**src/rtl/act_pkg.sv**
```systemverilog
// Shared constants and helpers for the piecewise-linear activation unit.
// Defining ACT_LUT_INTERP_EN enables interpolation; otherwise the unit outputs the step value.
package act_pkg;

  localparam int ACT_IN_W   = 8;
  localparam int ACT_ADDR_W = 4;
  localparam int ACT_LUT_W  = 8;
  localparam int ACT_OUT_W  = 8;

  // Successor segment: the last negative segment wraps to entry 0,
  // the top positive segment saturates on itself.
  function automatic int next_idx(int addr, int addr_w);
    int last;
    int top_pos;
    last    = (1 << addr_w) - 1;
    top_pos = (1 << (addr_w - 1)) - 1;
    if (addr == last)    return 0;
    if (addr == top_pos) return addr;
    return addr + 1;
  endfunction

  function automatic int interp_y(int base, int nxt, int frac, int frac_w);
    int prod;
    prod = (nxt - base) * frac;
    return base + (prod >>> frac_w);
  endfunction

endpackage

```
**src/rtl/act_lut_regfile.sv**
```systemverilog
// Runtime-writable activation table: one write port, combinational base/next reads.
// The next read port exists only when ACT_LUT_INTERP_EN is defined.
module act_lut_regfile
  import act_pkg::*;
#(
  parameter int ADDR_W = ACT_ADDR_W,
  parameter int LUT_W  = ACT_LUT_W
) (
  input  logic                    clk_i,
  input  logic                    we_i,
  input  logic [ADDR_W-1:0]       waddr_i,
  input  logic [LUT_W-1:0]        wdata_i,
  input  logic [ADDR_W-1:0]       raddr_i,
  output logic signed [LUT_W-1:0] base_o
`ifdef ACT_LUT_INTERP_EN
  ,
  output logic signed [LUT_W-1:0] next_o
`endif
);

  // Contents deliberately survive reset.
  logic [LUT_W-1:0] mem_q [2**ADDR_W];

  always_ff @(posedge clk_i) begin
    if (we_i) mem_q[waddr_i] <= wdata_i;
  end

  assign base_o = mem_q[raddr_i];

`ifdef ACT_LUT_INTERP_EN
  logic [ADDR_W-1:0] nidx;
  assign nidx   = ADDR_W'(next_idx(int'(raddr_i), ADDR_W));
  assign next_o = mem_q[nidx];
`endif

endmodule

```
**src/rtl/act_lut_interp.sv**
```systemverilog
// Three-stage LUT activation: S1 table read, S2 diff*frac, S3 add into out_y.
// ACT_LUT_INTERP_EN selects interpolation; undefined gives a step function with equal latency.
module act_lut_interp
  import act_pkg::*;
#(
  parameter int IN_W   = ACT_IN_W,
  parameter int ADDR_W = ACT_ADDR_W,
  parameter int LUT_W  = ACT_LUT_W,
  parameter int OUT_W  = ACT_OUT_W
) (
  input  logic              clk,
  input  logic              rst,
  input  logic              in_valid,
  output logic              in_ready,
  input  logic [IN_W-1:0]   in_x,
  output logic              out_valid,
  input  logic              out_ready,
  output logic [OUT_W-1:0]  out_y,
  input  logic              lut_we,
  input  logic [ADDR_W-1:0] lut_waddr,
  input  logic [LUT_W-1:0]  lut_wdata
);

  localparam int FRAC_W = IN_W - ADDR_W;
  localparam int PW     = LUT_W + 1 + FRAC_W;
  localparam int STAGES = 3;

  logic              en;
  logic [STAGES:1]   vld_q;
  logic [ADDR_W-1:0] addr_s;
  logic signed [LUT_W-1:0] base_s, base1_q, base2_q, y_d;
  logic [OUT_W-1:0]  out_y_q, out_y_d;

  // One enable stalls the whole pipe so nothing is dropped under back-pressure.
  assign en        = !vld_q[STAGES] | out_ready;
  assign in_ready  = en;
  assign out_valid = vld_q[STAGES];
  assign out_y     = out_y_q;
  assign addr_s    = in_x[IN_W-1 -: ADDR_W];

  always_ff @(posedge clk) begin
    if (rst)     vld_q <= '0;
    else if (en) vld_q <= {vld_q[STAGES-1:1], in_valid};
  end

`ifdef ACT_LUT_INTERP_EN
  logic signed [LUT_W-1:0] next_s, next1_q;
  logic [FRAC_W-1:0]       frac1_q;
  logic signed [LUT_W:0]   diff_d;
  logic signed [PW-1:0]    prod_d, prod2_q;

  act_lut_regfile #(.ADDR_W(ADDR_W), .LUT_W(LUT_W)) u_lut (
    .clk_i(clk), .we_i(lut_we), .waddr_i(lut_waddr), .wdata_i(lut_wdata),
    .raddr_i(addr_s), .base_o(base_s), .next_o(next_s)
  );

  always_ff @(posedge clk) begin
    if (en && in_valid) begin
      base1_q <= base_s;
      next1_q <= next_s;
      frac1_q <= in_x[FRAC_W-1:0];
    end
    if (en && vld_q[1]) begin
      base2_q <= base1_q;
      prod2_q <= prod_d;
    end
  end

  assign diff_d = (LUT_W+1)'(next1_q) - (LUT_W+1)'(base1_q);
  assign prod_d = PW'(diff_d) * PW'($signed({1'b0, frac1_q}));
  // Floor shift keeps the result between base and next, so LUT_W bits suffice.
  assign y_d    = base2_q + LUT_W'(prod2_q >>> FRAC_W);
`else
  logic unused_frac;
  assign unused_frac = ^in_x[FRAC_W-1:0];

  act_lut_regfile #(.ADDR_W(ADDR_W), .LUT_W(LUT_W)) u_lut (
    .clk_i(clk), .we_i(lut_we), .waddr_i(lut_waddr), .wdata_i(lut_wdata),
    .raddr_i(addr_s), .base_o(base_s)
  );

  always_ff @(posedge clk) begin
    if (en && in_valid) base1_q <= base_s;
    if (en && vld_q[1]) base2_q <= base1_q;
  end

  assign y_d = base2_q;
`endif

  assign out_y_d = OUT_W'(y_d);

  always_ff @(posedge clk) begin
    if (rst)                out_y_q <= '0;
    else if (en && vld_q[2]) out_y_q <= out_y_d;
  end

endmodule

```
**config.mk**
```make
export PLATFORM = sky130hd
export DESIGN_NAME = act_lut_interp
export DESIGN_NICKNAME = d
export VERILOG_FILES = /design/src/rtl/act_pkg.sv /design/src/rtl/act_lut_regfile.sv /design/src/rtl/act_lut_interp.sv
export SDC_FILE = /design/constraint.sdc
export NUM_CORES = 1
export LEC_CHECK = 0
export BUFFER_PORTS_ARGS = -buffer_cell sky130_fd_sc_hd__buf_4
export CAP_MARGIN = 20
export CORE_MARGIN = 5
export CORE_UTILIZATION = 60
export CTS_CLUSTER_DIAMETER = 100
export DETAILED_ROUTE_END_ITERATION = 10
export PLACE_DENSITY = 0.8
export REMOVE_ABC_BUFFERS = 1
export SLEW_MARGIN = 40
export SYNTH_ARGS = -nofsm -noshare
export SYNTH_HDL_FRONTEND = slang
export SYNTH_SLANG_ARGS = --single-unit
export TNS_END_PERCENT = 20
```
**constraint.sdc**
```tcl
create_clock -name clk -period 2.4 [get_ports clk]
set_clock_uncertainty 0.15 [all_clocks]
set_input_delay 0.24 -clock clk [delete_from_list [all_inputs] [get_ports clk]]
set_output_delay 0.24 -clock clk [all_outputs]
set_load 0.005 [all_outputs]
```
# Yosys cells after proc, flatten, opt, wreduce, memory -nomap -nowiden
# Memory sizes are Yosys's and may differ from the RTL's. A register that Yosys moved wholly into a read port is not among the register bits.
# Cells that the tools add are included.
# word_totals
regBits	19
memories	1
in_bits	25
output_inout_bits	10
elab_cells	11
ram_bits	128
# memory_table
memory	words	width	rd	rd_ports_with_merged_regs	write_ports	line	text
u_lut.mem_q	16	8	1	1	1	act_lut_regfile.sv:22	logic [LUT_W-1:0] mem_q [2**ADDR_W];
# classes
n_reduce_logical	4
n_bitwise	1
n_mux	2
# ops
cell	n
logical AND 1 bit	3
two-way mux 1 bit	2
logical NOT 1 bit	1
OR 1 bit	1

# Logic depth before layout (Yosys ltp)
# Gate-level depths: netlist (run 1).
# depth
depth_word	3
ltp_mapped	5
depth_no_buf	4

# By module
# From an unflattened synthesis (run 1), not the netlist that was laid out.
# hier_totals
cells_unflattened	286
area_unflattened_um2	5965.7
# modules_own_cells
mod	seq_area_each_um2	area_each_um2	n_inst	cells_each
act_lut_regfile	3843.7	4987.3	1	221
act_lut_interp	700.7	978.4	1	65

# Worst setup path before layout (run 1)
# No wires, ideal clock.
# synth_path
path_kind	input to register
start	in lut_waddr[2]
end	mem u_lut.mem_q[0][0] (netlist name) (enable)
n_path_buf	0
setup_time_ps	383
arrival_time_ps	1350
path_stages	2
setup_slack_ps	517
t_required_ps	1867
cell_sequence	or3b_2 -> nor3_1
# synth_rtl
element	line	text
start: declaration	act_lut_interp.sv:20	input logic [ADDR_W-1:0] lut_waddr,
end: declaration	act_lut_regfile.sv:22	
# Straight into the memory's write port.

# Worst setup path in the final report (run 1)
# layout_path
start	in out_ready
end	out in_ready
# layout_between
elab_chain_cells	1
# layout_lines
element	line	text
start: declaration	act_lut_interp.sv:17	input logic out_ready,
OR 1 bit	act_lut_interp.sv:35	assign en = !vld_q[STAGES] | out_ready;
end: declaration	act_lut_interp.sv:14	output logic in_ready,
# No other way between the ends.

==> results.py, run 1 <==
metrics = {
    "status": {
        "status": "finished, final reports clean",
    },
    "place": {
        "gp_congestion": 0.741,
        "place_hpwl_um": 6600,
        "portBuffers": 30,
    },
    "cells_and_area": {
        "drive_gt1_frac": 0.272,
        "n_fill_cell": 572,
        "area_growth_pct": 19.6,
        "nets": 379,
        "diodes": 0,
        "fin_util": 0.729,
    },
    "timing": {
        "fin_crit_sh": 0.802,
        "slew_headroom": 0.503,
        "finalHoldViolations": 0,
        "finalSetupViolations": 0,
        "worst_slew_pin_slew_ns": 0.744,
        "max_freq_mhz": 520,
        "rsz0062_at_grt": "false",
        "layout_min_cycle_time_ns": 1.92,
        "drv_slew": 0,
        "fin_setup_tns_ns": 0,
        "timing.hold.ws_ns": 0.0955,
    },
    "synthesis": {
        "yosys.area.top_type_share": 0.736,
        "synthTopCellsByCount": "edfxtp_1 (144), mux4_2 (18), a22oi_1 (16)",
        "yosys_warnings": 0,
        "synth_top_area_cell": "edfxtp_1",
        "ys_seq_area_frac": 0.774,
        "synth_seq_cells": 155,
        "synthCells": 288,
        "yosysMostFrequentCell": "edfxtp_1",
        "synth_area_leaders": "edfxtp_1 (74%), mux4_2 (6.9%), mux4_1 (6.3%)",
        "netlist_area_um2": 5870,
        "async_flop_share": 0,
        "synth_ff_type": "edfxtp_1",
        "synth.distinct_cells": 23,
        "syn_area_per_cell_um2": 20.4,
        "synth_edf_count": 144,
    },
    "routing": {
        "drt_wl_total_um": 11300,
        "firstDrtPassIters": 4,
        "ant_nets": 0,
        "vias": 2960,
        "drtIter0Drc": 269,
        "vias_per_cell": 5.92,
        "post-route-drc-count": 0,
        "wl_per_cell_um": 22.7,
    },
    "worst_setup_path": {
        "crit_type": "primary input to output port",
        "cp.required_ns": 2.01,
        "crit_arrival_ns": 1.53,
        "start_kind": "primary input",
        "worstSetupEndpointType": "output port",
        "path_max_fanout": 12,
    },
    "power_and_ir_drop": {
        "power_leakage_nw": 2.40,
        "p_per_area_nw_per_um2": 849,
        "finalPower_mw": 5.96,
        "peakVddDrop_uv": 623,
    },
    "job": {
        "drv_cap": 0,
    },
    "die": {
        "die_area_um2": 11900,
        "initial_core_util": 0.609,
        "coreArea_um2": 9640,
        "fp-row-count": 36,
        "io_pins": 35,
        "die_w_um": 109,
        "die_h_um": 109,
    },
    "clock_network": {
        "root_buffer": "clkbuf_8",
        "clock_sinks": 155,
        "cts_buffers": 17,
        "clk_latency_ns": 0.52,
        "cts_tree": "built",
        "cts_max_level": 4,
        "clk_path_buf_depth": 2,
        "cts_resized": 0,
        "clkTransAtPathRegs_ns": 0.06,
    },
    "hold_path": {
        "hold_class": "primary input to register",
    },
    "global_routing": {
        "grt_pass1_wl_um": 17300,
        "grt_overflow_total": 0,
        "grt_usage": 0.212,
        "grt_max_degree": 33,
        "antenna_found_initial": 0,
        "grt_pass1_vias": 3021,
    },
}
layer usage:
metal	vias to the layer above	part of all wire	GRT usage	wire length, um
met3	18	0.077	0.0568	877
met2	139	0.51	0.330	5730
met1	1484	0.40	0.286	4490
li1	1319	-	-	-
met4	0	0.021	0.0929	236
met5	-	0	0	0
sequential cells by signal (all words and copies together), names as in the netlist:
name / flops
base1_q: 8
base2_q: 8
out_y: 8
u_lut.mem_q: 128
vld_q: 3
what timing repair did:
action | in CTS | in global routing
setup buffers | 0 | 0
hold buffers | 11 | 0
hold endpoints to repair | 139 | 0
cell families (layout without fill, tap and decap cells):
| logic type | Yosys count | in the layout | share of synthesized area |
|---|---|---|---|
| DFF | 155 | 155 | 0.774 |
| and+or+nand+nor | 48 | 48 | 0.0383 |
| AOI/OAI and AO/OA | 35 | 35 | 0.0366 |
| muxes | 32 | 32 | 0.132 |
| buffers and inverters | 18 | 97 | 0.0198 |
cell type report:
type | instances | area (um2) | share of cell area
inverters | 4 | 15.0 | 0.00214
multi-input cells | 115 | 1210 | 0.173
well taps | 133 | 166 | 0.0237
flip-flops and latches | 155 | 4540 | 0.647
repair buffers | 61 | 498 | 0.0709
clock inverters | 15 | 174 | 0.0248
clock buffers | 17 | 414 | 0.0589
worst max-delay path, stage by stage:
cell and delay [ns]:
dlygate4sd3_1 0.54, buf_4 0.13, nor2b_1 0.11, buf_4 0.17, inv_1 0.16, buf_4 0.19
placed cells by master, fill, tap and decap left out:
cell type / netlist / final
clkinvlp_4: 0 / 4
nand2_1: 13 / 13
mux4_1: 14 / 14
nor2b_1: 2 / 2
nand3b_1: 2 / 2
buf_4: 1 / 49
mux4_2: 18 / 18
clkinv_1: 0 / 1
inv_6: 0 / 2
bufinv_16: 0 / 3
o21ai_0: 8 / 8
nor3_1: 4 / 4
a22oi_1: 16 / 16
clkinv_4: 0 / 2
or3b_2: 1 / 1
and2_1: 1 / 1
dfxtp_1: 11 / 11
clkinv_2: 0 / 3
nor2_1: 13 / 13
clkbuf_16: 0 / 16
nand3_1: 9 / 9
and2b_1: 1 / 1
nand2b_1: 2 / 2
inv_1: 4 / 4
a21oi_1: 11 / 11
dlygate4sd3_1: 0 / 11
edfxtp_1: 144 / 144
clkbuf_8: 0 / 1
buf_12: 0 / 1
worst paths after layout:
path / startpoint / to / slack [ns] / cells past startpoint
hold / removal: lut_waddr[0] / u_lut.mem_q[0][3]$_DFFE_PP_ / 0.1 / 3
setup / recovery: out_ready / in_ready / 0.48 / 6
setup reg to reg: vld_q[3]$_SDFFE_PP0N_ / base1_q[3]$_DFFE_PP_ / 0.64 / 5
hold reg to reg: base1_q[4]$_DFFE_PP_ / base2_q[4]$_DFFE_PP_ / 0.27 / 0
report_power, final:
group / switching (mW) / internal (mW)
clock: 1.05 / 1.58
sequential: 0.0219 / 3.03
combinational: 0.152 / 0.130
per-stage QoR:
step	setup slack, ns	instances	area [um2]
after floorplan	0.517	274	5770
after detailed placement	0.396	457	6330
after CTS	0.438	500	7030
after global placement	0.391	457	6330
after global routing	0.336	500	7030
final	0.476	500	7030
No activity file was read; power rests on OpenSTA's default activity.
==> run 2, diff against run 1 <==
CORE_UTILIZATION = 54   (was 60)
PLACE_DENSITY = 0.76   (was 0.8)
clock period = 1.6 ns   (was 2.4 ns; I/O delays follow)
==> results.py, run 2 (synthesized netlist as in run 1, its figures left out) <==
metrics = {
    "status": {
        "status": "finished, final reports clean",
    },
    "cells_and_area": {
        "diodes": 0,
        "final_common_cell": "edfxtp_1",
        "largest_reg_flops": 128,
        "area_growth_pct": 21.6,
        "top_register": "u_lut.mem_q",
        "fin_util": 0.665,
        "nets": 389,
        "final_cell_mix": "edfxtp_1 (144), buf_4 (52), mux4_2 (21)",
        "n_fill_cell": 706,
        "drive_gt1_frac": 0.316,
    },
    "worst_setup_path": {
        "path_max_fanout": 1,
        "critPathBufInv": 0,
        "start_kind": "register",
        "cp.required_ns": 1.73,
        "crit_type": "register to register",
        "path_cells": "mux4_2 > a22oi_2 > nand2_1",
        "slowest_delay_ns": 0.48,
        "crit_slowest_cell": "mux4_2",
        "cpLargestDelayFamily": "multiplexers",
        "worstSetupEndpointType": "register",
        "crit_arrival_ns": 1.69,
    },
    "power_and_ir_drop": {
        "power_leakage_nw": 2.43,
        "peakVddDrop_uv": 857,
        "p_per_area_nw_per_um2": 1190,
    },
    "routing": {
        "post-route-drc-count": 0,
        "ant_nets": 0,
        "wl_per_cell_um": 20.1,
        "drtIter0Drc": 221,
        "firstDrtPassIters": 4,
        "vias_per_cell": 5.55,
        "vias": 2871,
        "drt_wl_total_um": 10400,
    },
    "timing": {
        "fin_crit_sh": 0.975,
        "finalSetupViolations": 0,
        "worst_slew_pin_slew_ns": 0.741,
        "layout_min_cycle_time_ns": 1.56,
        "max_freq_mhz": 641,
        "rsz0062_at_grt": "false",
        "slew_headroom": 0.505,
        "postLayoutSetupSlackWorst_ns": 0.0397,
        "drv_slew": 0,
        "finalHoldViolations": 0,
    },
    "clock_network": {
        "root_buffer": "clkbuf_8",
        "clkTransAtPathRegs_ns": 0.06,
        "clk_latency_ns": 0.52,
        "cts_buffers": 17,
        "cts_tree": "built",
        "cts_max_level": 4,
        "clock_sinks": 155,
        "clk_path_buf_depth": 2,
    },
    "global_routing": {
        "grt_overflow_total": 0,
        "grt_pass1_vias": 3026,
        "antenna_found_initial": 0,
        "grt_usage": 0.173,
        "grt_pass1_wl_um": 16300,
        "grt_max_degree": 17,
    },
    "place": {
        "place_hpwl_um": 7020,
        "gp_congestion": 0.737,
        "dpl_worst_slack_ns": -0.174,
        "portBuffers": 30,
    },
    "die": {
        "die_h_um": 114,
        "die_w_um": 114,
        "initial_core_util": 0.547,
        "fp-row-count": 38,
        "die_area_um2": 13100,
        "coreArea_um2": 10700,
        "io_pins": 35,
    },
    "hold_path": {
        "hold_class": "primary input to register",
    },
    "job": {
        "drv_cap": 0,
    },
}
-- run 2: cell type report --
type | count | area (um2) | share of cell area
Tap cell | 140 | 175 | 0.0245
Sequential cell | 155 | 4540 | 0.636
Clock buffer | 19 | 422 | 0.0590
Inverter | 4 | 15.0 | 0.00210
Timing Repair Buffer | 71 | 641 | 0.0897
Multi-Input combinational cell | 115 | 1250 | 0.175
Clock inverter | 13 | 95.1 | 0.0133
-- run 2: worst paths after layout --
| check | start | slack [ns] | to | cells past startpoint |
|---|---|---|---|---|
| max reg2reg | u_lut.mem_q[2][7]$_DFFE_PP_ | 0.04 | base1_q[7]$_DFFE_PP_ | 3 |
| min | in_x[5] | 0.09 | base1_q[4]$_DFFE_PP_ | 4 |
| min reg2reg | base1_q[7]$_DFFE_PP_ | 0.27 | base2_q[7]$_DFFE_PP_ | 0 |
| max | u_lut.mem_q[2][7]$_DFFE_PP_ | 0.04 | base1_q[7]$_DFFE_PP_ | 3 |
-- run 2: what timing repair did --
item,4_1_cts,5_1_grt
gates resized for setup,1,13
buffers inserted,0,0
endpoints found under the hold margin,155,0
setup endpoints to repair,1,9
hold buffers,13,0
pin swaps,0,3
-- run 2: report_power, final --
group,total [mW],switching (mW),leakage [nW],internal [mW]
Combinational,0.467,0.236,0.786,0.231
Clock,3.44,1.53,0.239,1.91
Sequential,4.57,0.0290,1.40,4.55
-- run 2: layer usage --
layer,GRT usage,wire (um),up-vias
li1,-,-,1331
met1,0.218,4110,1439
met2,0.290,5440,89
met3,0.0476,688,12
met4,0.0657,133,0
met5,0,0,-
-- run 2: through the flow --
stage / std cells / cell area [um2] / power [mW] / setup TNS [ns] / hold WS [ns]
6_report: 517 / 7140 / 8.48 / 0 / 0.0931
5_1_grt: 517 / 7140 / 8.79 / 0 / 0.118
4_1_cts: 517 / 7110 / 8.53 / 0 / 0.0921
3_5_place_dp: 472 / 6460 / 5.09 / -1.48 / 0.259
3_3_place_gp: 472 / 6460 / 5.07 / -1.13 / 0.251
2_1_floorplan: 274 / 5770 / 4.83 / -1.89 / 0.0791
-- run 2: worst min-delay path, stage by stage --
cell     delay, ns
buf_4         0.15
mux4_2        0.22
a22oi_2       0.06
nand2_1       0.07
==> run 3, diff against run 2 <==
ABC_AREA = 1   (was not set)
CORE_UTILIZATION = 55   (was 54)
CTS_CLUSTER_SIZE = 30   (was not set)
PLACE_DENSITY = 0.77   (was 0.76)
==> results.py, run 3 <==
metrics = {
    "die": {
        "die_area_um2": 14000,
        "coreArea_um2": 11500,
        "die_w_um": 118,
        "initial_core_util": 0.565,
        "die_h_um": 118,
        "io_pins": 35,
        "fp-row-count": 39,
    },
    "timing": {
        "finalSetupViolations": 0,
        "slew_headroom": 0.749,
        "drv_slew": 0,
        "fin_crit_sh": 0.942,
        "max_freq_mhz": 663,
        "fin_setup_tns_ns": 0,
        "worst_slew_pin_slew_ns": 0.376,
        "rsz0062_at_grt": "false",
        "layout_min_cycle_time_ns": 1.51,
        "finalHoldViolations": 0,
        "postLayoutSetupSlackWorst_ns": 0.0923,
    },
    "clock_network": {
        "cts_buffers": 17,
        "cts_tree": "built",
        "cts_setup_buffers": 0,
        "clk_path_buf_depth": 2,
        "cts_max_level": 4,
        "clkTransAtPathRegs_ns": 0.06,
        "clock_sinks": 155,
        "clk_latency_ns": 0.42,
        "root_buffer": "clkbuf_16",
    },
    "synthesis": {
        "synth_edf_count": 144,
        "synth_top_area_cell": "edfxtp_1",
        "synthTopCellsByCount": "nand2_1 (193), edfxtp_1 (144), inv_1 (105)",
        "synth_area_leaders": "edfxtp_1 (67%), nand2_1 (11%), nand3_1 (7.5%)",
        "syn_area_per_cell_um2": 10.6,
        "synth_seq_cells": 155,
        "synth_ff_type": "edfxtp_1",
        "synthCells": 610,
        "netlist_area_um2": 6470,
        "yosys.area.top_type_share": 0.668,
        "async_flop_share": 0,
        "yosys_warnings": 0,
        "synth.distinct_cells": 15,
        "yosysMostFrequentCell": "nand2_1",
        "ys_seq_area_frac": 0.702,
    },
    "place": {
        "dpl_worst_slack_ns": 0.0546,
        "place_hpwl_um": 8230,
        "portBuffers": 30,
        "gp_congestion": 0.802,
    },
    "status": {
        "status": "finished, final reports clean",
    },
    "power_and_ir_drop": {
        "power_leakage_nw": 3.30,
        "peakVddDrop_uv": 1200,
        "p_per_area_nw_per_um2": 1190,
    },
    "cells_and_area": {
        "drive_gt1_frac": 0.130,
        "top_register": "u_lut.mem_q",
        "final_cell_mix": "nand2_1 (193), edfxtp_1 (144), inv_1 (105)",
        "nets": 697,
        "largest_reg_flops": 128,
        "final_common_cell": "nand2_1",
        "area_growth_pct": 18.9,
        "diodes": 0,
    },
    "worst_setup_path": {
        "rrSetupSlack_ns": 0.26,
        "crit_type": "primary input to output port",
        "worstRegToRegCells": 5,
        "startpoint": "out_ready",
        "r2r_end": "base1_q[7]$_DFFE_PP_",
        "crit_arrival_ns": 1.20,
        "worstSetupEndpointType": "output port",
        "path_max_fanout": 4,
        "start_kind": "primary input",
        "rr_startpoint": "vld_q[3]$_SDFFE_PP0N_",
        "cp.required_ns": 1.29,
    },
    "global_routing": {
        "grt_pass1_vias": 4075,
        "grt_usage": 0.195,
        "grt_overflow_total": 0,
        "grt_pass1_wl_um": 20800,
        "grt_max_degree": 49,
        "antenna_found_initial": 0,
    },
    "routing": {
        "firstDrtPassIters": 5,
        "drtIter0Drc": 285,
        "vias_per_cell": 5.18,
        "post-route-drc-count": 0,
        "drt_wl_total_um": 13200,
        "wl_per_cell_um": 16.0,
        "ant_nets": 0,
        "vias": 4287,
    },
    "hold_path": {
        "hold_path_depth": 4,
        "hold_start": "lut_we",
        "whs_endpoint": "u_lut.mem_q[3][2]$_DFFE_PP_",
        "hold_class": "primary input to register",
    },
    "job": {
        "drv_cap": 0,
    },
}
==> run 3: final cells by class <==
class	count	area [um2]
Clock buffer	27	523
Timing Repair Buffer	68	603
Sequential cell	155	4540
Clock inverter	5	81.3
Inverter	108	405
Multi-Input combinational cell	322	1360
Fill cell	794	3770
Tap cell	143	179
==> run 3: cell families after synthesis <==
| group | after synthesis | share of synthesized area |
|---|---|---|
| AND/OR/NAND/NOR | 311 | 0.201 |
| flip-flops | 155 | 0.702 |
| AO/OA/AOI/OAI | 11 | 0.00850 |
| buffers and inverters | 133 | 0.0885 |
==> run 3: worst max-delay path by stage <==
| stage | endpoint | slack [ns] | depth (start not counted) |
|---|---|---|---|
| after floorplan | base1_q[1]$_DFFE_PP_ | 0.17 | 6 |
| after global placement | base1_q[4]$_DFFE_PP_ | 0.10 | 8 |
| after detailed placement | base1_q[3]$_DFFE_PP_ | 0.05 | 8 |
| after CTS | in_ready | 0.03 | 5 |
| after global routing | in_ready | 0.03 | 5 |
| final | in_ready | 0.09 | 5 |
==> run 3: per-layer routing <==
metal  wire, um  global-route usage
met5          0                   0
met4        259              0.0808
met3        885              0.0516
met2       6640               0.320
met1       5460               0.246
==> run 3: power by group <==
part | internal, mW | leakage [nW] | switching (mW)
Clock | 2.55 | 0.294 | 1.44
Combinational | 0.203 | 1.60 | 0.365
Sequential | 4.55 | 1.40 | 0.0283
Total | 7.30 | 3.30 | 1.84
==> run 3: worst max-delay path: stages <==
cell	delay [ns]
dlygate4sd3_1	0.54
buf_4	0.14
nor2_4	0.13
inv_1	0.09
buf_4	0.14
==> run 3: what timing repair did <==
item                                   in CTS  in global routing
hold buffers                               12                  0
setup endpoints to repair                   0                  1
endpoints found under the hold margin     140                  0
resized for setup                           0                  1
==> run 3: metrics by stage <==
step / area [um2] / hold WS (ns) / power (mW) / std cells / util
6_report: 7700 / 0.200 / 9.13 / 828 / 0.671
5_1_grt: 7700 / 0.220 / 9.45 / 828 / 0.671
4_1_cts: 7690 / 0.176 / 9.19 / 828 / 0.671
3_5_place_dp: 6970 / 0.255 / 5.20 / 784 / 0.608
3_3_place_gp: 6970 / 0.251 / 5.17 / 784 / 0.608
2_1_floorplan: 6310 / 0.0791 / 4.89 / 585 / -
